File: config.mk
export PLATFORM = sky130hd
export DESIGN_NAME = ccff_frame_loader_flat
export DESIGN_NICKNAME = d
export VERILOG_FILES = /design/src/rtl/ccff_frame_loader_if.sv /design/src/rtl/ccff_frame_loader.sv /design/src/flat_wrapper.sv
export SDC_FILE = /design/constraint.sdc
export NUM_CORES = 1
export LEC_CHECK = 0
export CAP_MARGIN = 10
export CORE_MARGIN = 10
export CORE_UTILIZATION = 60
export CTS_CLUSTER_DIAMETER = 50
export CTS_CLUSTER_SIZE = 40
export DETAILED_ROUTE_END_ITERATION = 10
export DONT_BUFFER_PORTS = 1
export GPL_ROUTABILITY_DRIVEN = 0
export GPL_TIMING_DRIVEN = 0
export PLACE_DENSITY = 0.76
export SLEW_MARGIN = 20
export SYNTH_ARGS = -nofsm -noshare
export SYNTH_HDL_FRONTEND = slang
export SYNTH_SLANG_ARGS = --single-unit
export TNS_END_PERCENT = 1
File: constraint.sdc
create_clock -name prog_clk -period 2.1 [get_ports prog_clk]
set_input_delay 0.42 -clock prog_clk [delete_from_list [all_inputs] [get_ports prog_clk]]
set_output_delay 0.42 -clock prog_clk [all_outputs]
set_load 0.05 [all_outputs]
File: src/rtl/ccff_frame_loader_if.sv
// Bit-serial configuration bus between a frame source and ccff_frame_loader.
// The master modport is the source side; the slave modport is the loader side.
interface ccff_frame_loader_if #(
    parameter int FRAME_BITS = 16
);
    logic                  ccff_head;
    logic                  ccff_valid;
    logic                  ccff_ready;
    logic                  cfg_abort;
    logic                  ccff_tail;
    logic [FRAME_BITS-1:0] mem_out;
    logic [FRAME_BITS-1:0] mem_outb;
    logic                  cfg_done;
    logic                  cfg_err;

    modport master (
        output ccff_head,
        output ccff_valid,
        output cfg_abort,
        input  ccff_ready,
        input  ccff_tail,
        input  mem_out,
        input  mem_outb,
        input  cfg_done,
        input  cfg_err
    );

    modport slave (
        input  ccff_head,
        input  ccff_valid,
        input  cfg_abort,
        output ccff_ready,
        output ccff_tail,
        output mem_out,
        output mem_outb,
        output cfg_done,
        output cfg_err
    );
endinterface

File: src/rtl/ccff_frame_loader.sv
// Serial configuration-frame loader: shifts a parity-protected frame and commits
// it atomically to complementary TGATE select outputs; sr MSB doubles as the chain tail.
module ccff_frame_loader #(
    parameter int FRAME_BITS = 16
) (
    input  logic               prog_clk,
    input  logic               pReset,
    ccff_frame_loader_if.slave bus
);
    localparam int CNT_W = $clog2(FRAME_BITS + 1);

    typedef enum logic [1:0] {
        ST_SHIFT  = 2'd0,
        ST_PARITY = 2'd1,
        ST_COMMIT = 2'd2
    } state_t;

    state_t                r_state;
    state_t                w_next;
    logic [CNT_W-1:0]      r_cnt;
    logic                  r_par;
    logic                  r_bad;
    logic [FRAME_BITS-1:0] r_sr;
    logic [FRAME_BITS-1:0] r_mem;
    logic [FRAME_BITS-1:0] r_memb;
    logic                  r_done;
    logic                  r_err;

    logic                  w_ready;
    logic                  w_abort;
    logic                  w_xfer;
    logic                  w_last_data;

    // Abort is ignored in COMMIT so an in-flight commit always completes.
    assign w_ready     = ~pReset & (r_state != ST_COMMIT);
    assign w_abort     = bus.cfg_abort & (r_state != ST_COMMIT);
    assign w_xfer      = bus.ccff_valid & w_ready & ~w_abort;
    assign w_last_data = (r_cnt == CNT_W'(FRAME_BITS - 1));

    always_ff @(posedge prog_clk or posedge pReset) begin
        if (pReset) begin
            r_state <= ST_SHIFT;
        end else begin
            r_state <= w_next;
        end
    end

    always_comb begin
        w_next = r_state;
        case (r_state)
            ST_SHIFT: begin
                if (w_abort) begin
                    w_next = ST_SHIFT;
                end else if (w_xfer && w_last_data) begin
                    w_next = ST_PARITY;
                end
            end
            ST_PARITY: begin
                if (w_abort) begin
                    w_next = ST_SHIFT;
                end else if (w_xfer) begin
                    w_next = ST_COMMIT;
                end
            end
            ST_COMMIT: w_next = ST_SHIFT;
            default:   w_next = ST_SHIFT;
        endcase
    end

    always_ff @(posedge prog_clk or posedge pReset) begin
        if (pReset) begin
            r_cnt  <= '0;
            r_par  <= 1'b0;
            r_bad  <= 1'b0;
            r_sr   <= '0;
            r_mem  <= '0;
            r_memb <= '1;
            r_done <= 1'b0;
            r_err  <= 1'b0;
        end else begin
            r_done <= 1'b0;
            case (r_state)
                ST_SHIFT: begin
                    if (w_abort) begin
                        r_cnt <= '0;
                        r_par <= 1'b0;
                    end else if (w_xfer) begin
                        r_sr  <= {r_sr[FRAME_BITS-2:0], bus.ccff_head};
                        r_cnt <= r_cnt + CNT_W'(1);
                        r_par <= r_par ^ bus.ccff_head;
                    end
                end
                ST_PARITY: begin
                    if (w_abort) begin
                        r_cnt <= '0;
                        r_par <= 1'b0;
                    end else if (w_xfer) begin
                        r_bad <= r_par ^ bus.ccff_head;
                    end
                end
                ST_COMMIT: begin
                    // mem_out and mem_outb share one edge so the select pair never overlaps.
                    if (!r_bad) begin
                        r_mem  <= r_sr;
                        r_memb <= ~r_sr;
                        r_done <= 1'b1;
                        r_err  <= 1'b0;
                    end else begin
                        r_err  <= 1'b1;
                    end
                    r_cnt <= '0;
                    r_par <= 1'b0;
                end
                default: begin
                    r_cnt <= '0;
                    r_par <= 1'b0;
                end
            endcase
        end
    end

    assign bus.ccff_ready = w_ready;
    assign bus.ccff_tail  = r_sr[FRAME_BITS-1];
    assign bus.mem_out    = r_mem;
    assign bus.mem_outb   = r_memb;
    assign bus.cfg_done   = r_done;
    assign bus.cfg_err    = r_err;
endmodule
File: src/flat_wrapper.sv
// flat-port wrapper written by rule: the top's interface ports become plain ports
module ccff_frame_loader_flat 
#(
    parameter int FRAME_BITS = 16
)
  (prog_clk, pReset, bus_ccff_head, bus_ccff_valid, bus_cfg_abort, bus_ccff_ready, bus_ccff_tail, bus_mem_out, bus_mem_outb, bus_cfg_done, bus_cfg_err);
  ccff_frame_loader_if #(.FRAME_BITS(FRAME_BITS)) bus_i ();
  input  logic prog_clk;
  input  logic pReset;
  input wire logic [$bits(bus_i.ccff_head)-1:0] bus_ccff_head;
  input wire logic [$bits(bus_i.ccff_valid)-1:0] bus_ccff_valid;
  input wire logic [$bits(bus_i.cfg_abort)-1:0] bus_cfg_abort;
  output wire logic [$bits(bus_i.ccff_ready)-1:0] bus_ccff_ready;
  output wire logic [$bits(bus_i.ccff_tail)-1:0] bus_ccff_tail;
  output wire logic [$bits(bus_i.mem_out)-1:0] bus_mem_out;
  output wire logic [$bits(bus_i.mem_outb)-1:0] bus_mem_outb;
  output wire logic [$bits(bus_i.cfg_done)-1:0] bus_cfg_done;
  output wire logic [$bits(bus_i.cfg_err)-1:0] bus_cfg_err;
  assign bus_i.ccff_head = bus_ccff_head;
  assign bus_i.ccff_valid = bus_ccff_valid;
  assign bus_i.cfg_abort = bus_cfg_abort;
  assign bus_ccff_ready = bus_i.ccff_ready;
  assign bus_ccff_tail = bus_i.ccff_tail;
  assign bus_mem_out = bus_i.mem_out;
  assign bus_mem_outb = bus_i.mem_outb;
  assign bus_cfg_done = bus_i.cfg_done;
  assign bus_cfg_err = bus_i.cfg_err;
  ccff_frame_loader #(.FRAME_BITS(FRAME_BITS)) u_core (.prog_clk(prog_clk), .pReset(pReset), .bus(bus_i));
endmodule
==> results.json <==
{
  "core_um2": 3770,
  "worstMarginPinSlew_ns": 0.694,
  "r2r-end": "u_core.r_sr[3]",
  "grt_pass1_vias": 1426,
  "min_period_over_period": 0.905,
  "max_freq_mhz": 526,
  "r2r_slack_ns": 0.47,
  "p_leak_nw": 1.27,
  "critPathCaptureType": "output port",
  "synthArstFlopShare": 1.00,
  "final_hold_viol_count": 0,
  "die_w_um": 83.2,
  "drt_pre_antenna_iters": 4,
  "grt.total_usage": 0.132,
  "start_util": 0.635,
  "cts_hold_buf": 0,
  "wl_met2_mm": 2.16,
  "final-max-slew-violation-count": 0,
  "crit_path_top_delay_cell": "dfrtp_1",
  "hold_slack_ns": 0.0655,
  "synth_cells": 173,
  "synth_flop_cell": "dfrtp_1",
  "yosys_register_bits": 59,
  "cts.clk_slew.worst_paths_ns": 0.06,
  "io_pins": 41,
  "grt_max_degree": 60,
  "postLayoutCoreUtil": 0.709,
  "synth_top_area_frac": 0.450,
  "criticalPathCategory": "flop to output port",
  "path_cells": "nor2b_1 -> nor2_2",
  "cts_tree": "built",
  "cts_sinks": 59,
  "rsz0062_at_grt": "no",
  "fp-row-count": 22,
  "cts_root_buf": "clkbuf_8",
  "power.density_nw_per_um2": 958,
  "drive_above_1_share": 0.392,
  "route.detailed.drc": 0,
  "hpwlAfterDp_mm": 3.07,
  "final_cell_area_um2": 2680,
  "startpoint_type": "flop",
  "r2r_cells": 5,
  "vias_per_cell": 5.68,
  "required_ns": 1.68,
  "cpPeakStageDelay_ns": 0.46,
  "top_layer": "met4",
  "worstPathMaxFanout": 7,
  "slew_headroom": 0.537,
  "peakVddDrop_uv": 683,
  "post_cts_buffers": 0,
  "yosysWarnings": 0,
  "area_growth_pct": 11.8,
  "worstPathBufferInverterCount": 0,
  "wl_per_cell_um": 19.1,
  "critPathTopFamily": "simple AND/OR/NAND/NOR gates",
  "syn_nets": 180,
  "portBuffers": 0,
  "synth_area_um2": 2390,
  "placed_cells_incl_taps": 221,
  "wirelength_met1_mm": 1.89,
  "htree_levels": 3,
  "met3_length_um": 387,
  "ys_types": 32,
  "synthTopCellsByArea": "dfrtp_1 45%, dfstp_2 18%, mux2_2 9.9%",
  "wirelength_mm": 4.53,
  "period_minus_slack_ns": 1.90,
  "clk_latency_ns": 0.33,
  "status": "finished, final reports clean",
  "setup_viol": 0,
  "synth_edf_count": 0,
  "fin_skew_ns": 0.00592,
  "numCtsBuffers": 9,
  "final_cell_count_no_fill": 237,
  "ys_seq_area_frac": 0.625,
  "gr-total-overflow": 0,
  "min_path_type": "primary input to asynchronous set/reset pin",
  "die_area_um2": 6920,
  "syn-mean-instance-area_um2": 13.8,
  "cts_buffer_depth": 2,
  "diodes": 0,
  "synthTopCellsByCount": "43 x dfrtp_1, 21 x mux2_2, 20 x nand2_1",
  "cp.arrival_ns": 1.48,
  "first_iter_violations": 56,
  "die_h_um": 83.2,
  "antenna_left": 0,
  "nNetsFinal": 191,
  "placed_cell_area_um2": 2460,
  "vias": 1345,
  "finalPower_w": 0.00256,
  "regToRegStartpoint": "u_core.r_state[0]",
  "cap_violations": 0,
  "grt_pass1_wl_mm": 7.34,
  "synth_top_cell_by_area": "dfrtp_1",
  "antenna_found_initial": 0,
  "synth_most_common_cell": "dfrtp_1"
}
-- per-stage QoR --
stage / setup slack (ns) / setup TNS (ns)
floorplan: 0.250 / 0
global placement: -0.235 / -10.02
detailed placement: 0.343 / 0
CTS: 0.199 / 0
global route: 0.167 / 0
finish: 0.199 / 0
-- what timing repair did --
action	4_1_cts	5_1_grt
resized for setup	1	0
endpoints found under the hold margin	0	0
endpoints found under the setup margin	1	0
-- layout by cell type, fill, tap and decap left out, types with 2 or more instances in the layout --
master	instances
clkbuf_8	13
nor2_1	3
dfstp_2	16
a2111oi_0	2
mux2i_1	2
o21ai_0	17
nor2_2	2
ha_1	2
inv_1	3
nand2_1	20
buf_6	4
a21oi_1	4
or3_1	2
xnor2_1	3
dfrtp_1	43
mux2_4	10
mux2_1	2
clkbuf_1	4
mux2_2	21
-- area by class of cell --
type	instances	area, um^2
Tap cell	48	60.1
Clock inverter	1	30.0
Buffer	7	57.6
Inverter	4	17.5
Fill cell	252	1100
Clock buffer	15	186
Sequential cell	59	1500
Multi-Input combinational cell	103	827
-- flip-flops by register name, indices dropped and copies added (netlist names), 2 cells and up --
| signal | cells |
|---|---|
| u_core.r_cnt | 5 |
| u_core.r_sr | 16 |
| u_core.bus.mem_outb | 16 |
| u_core.r_state | 2 |
| u_core.bus.mem_out | 16 |
-- metal layers --
| layer | vias to the layer above | GRT usage |
|---|---|---|
| li1 | 619 | - |
| met1 | 676 | 0.149 |
| met2 | 40 | 0.200 |
| met3 | 10 | 0.0664 |
| met4 | 0 | 0.0646 |
| met5 | - | 0 |
-- how the worst max path moves through the flow --
stage / endpoint / from / slack, ns / cells after the start
final: bus_ccff_ready / u_core.r_state[1] / 0.20 / 2
after global routing: bus_ccff_ready / u_core.r_state[1] / 0.17 / 2
after CTS: bus_ccff_ready / u_core.r_state[1] / 0.20 / 2
after detailed placement: bus_ccff_ready / u_core.r_state[1] / 0.34 / 2
after global placement: u_core.r_sr[15] / pReset / -0.23 / 1
after floorplan: u_core.bus.cfg_done / pReset / 0.25 / 1
-- report_power, final --
group	leakage [nW]	switching, W	internal (W)
logic	0.410	0.0000614	0.000104
registers	0.751	0.0000853	0.00122
clock network	0.110	0.000413	0.000679
total	1.27	0.000560	0.00200
-- cell families after synthesis --
group                      synth area share
adders and majority gates            0.0105
AOI/OAI and AO/OA                    0.0544
and+or+nand+nor                      0.0894
DFF                                   0.625
muxes                                 0.179
xor gates and xnor gates             0.0110
buffers and inverters                0.0303
(Power assumes the default switching activity.)
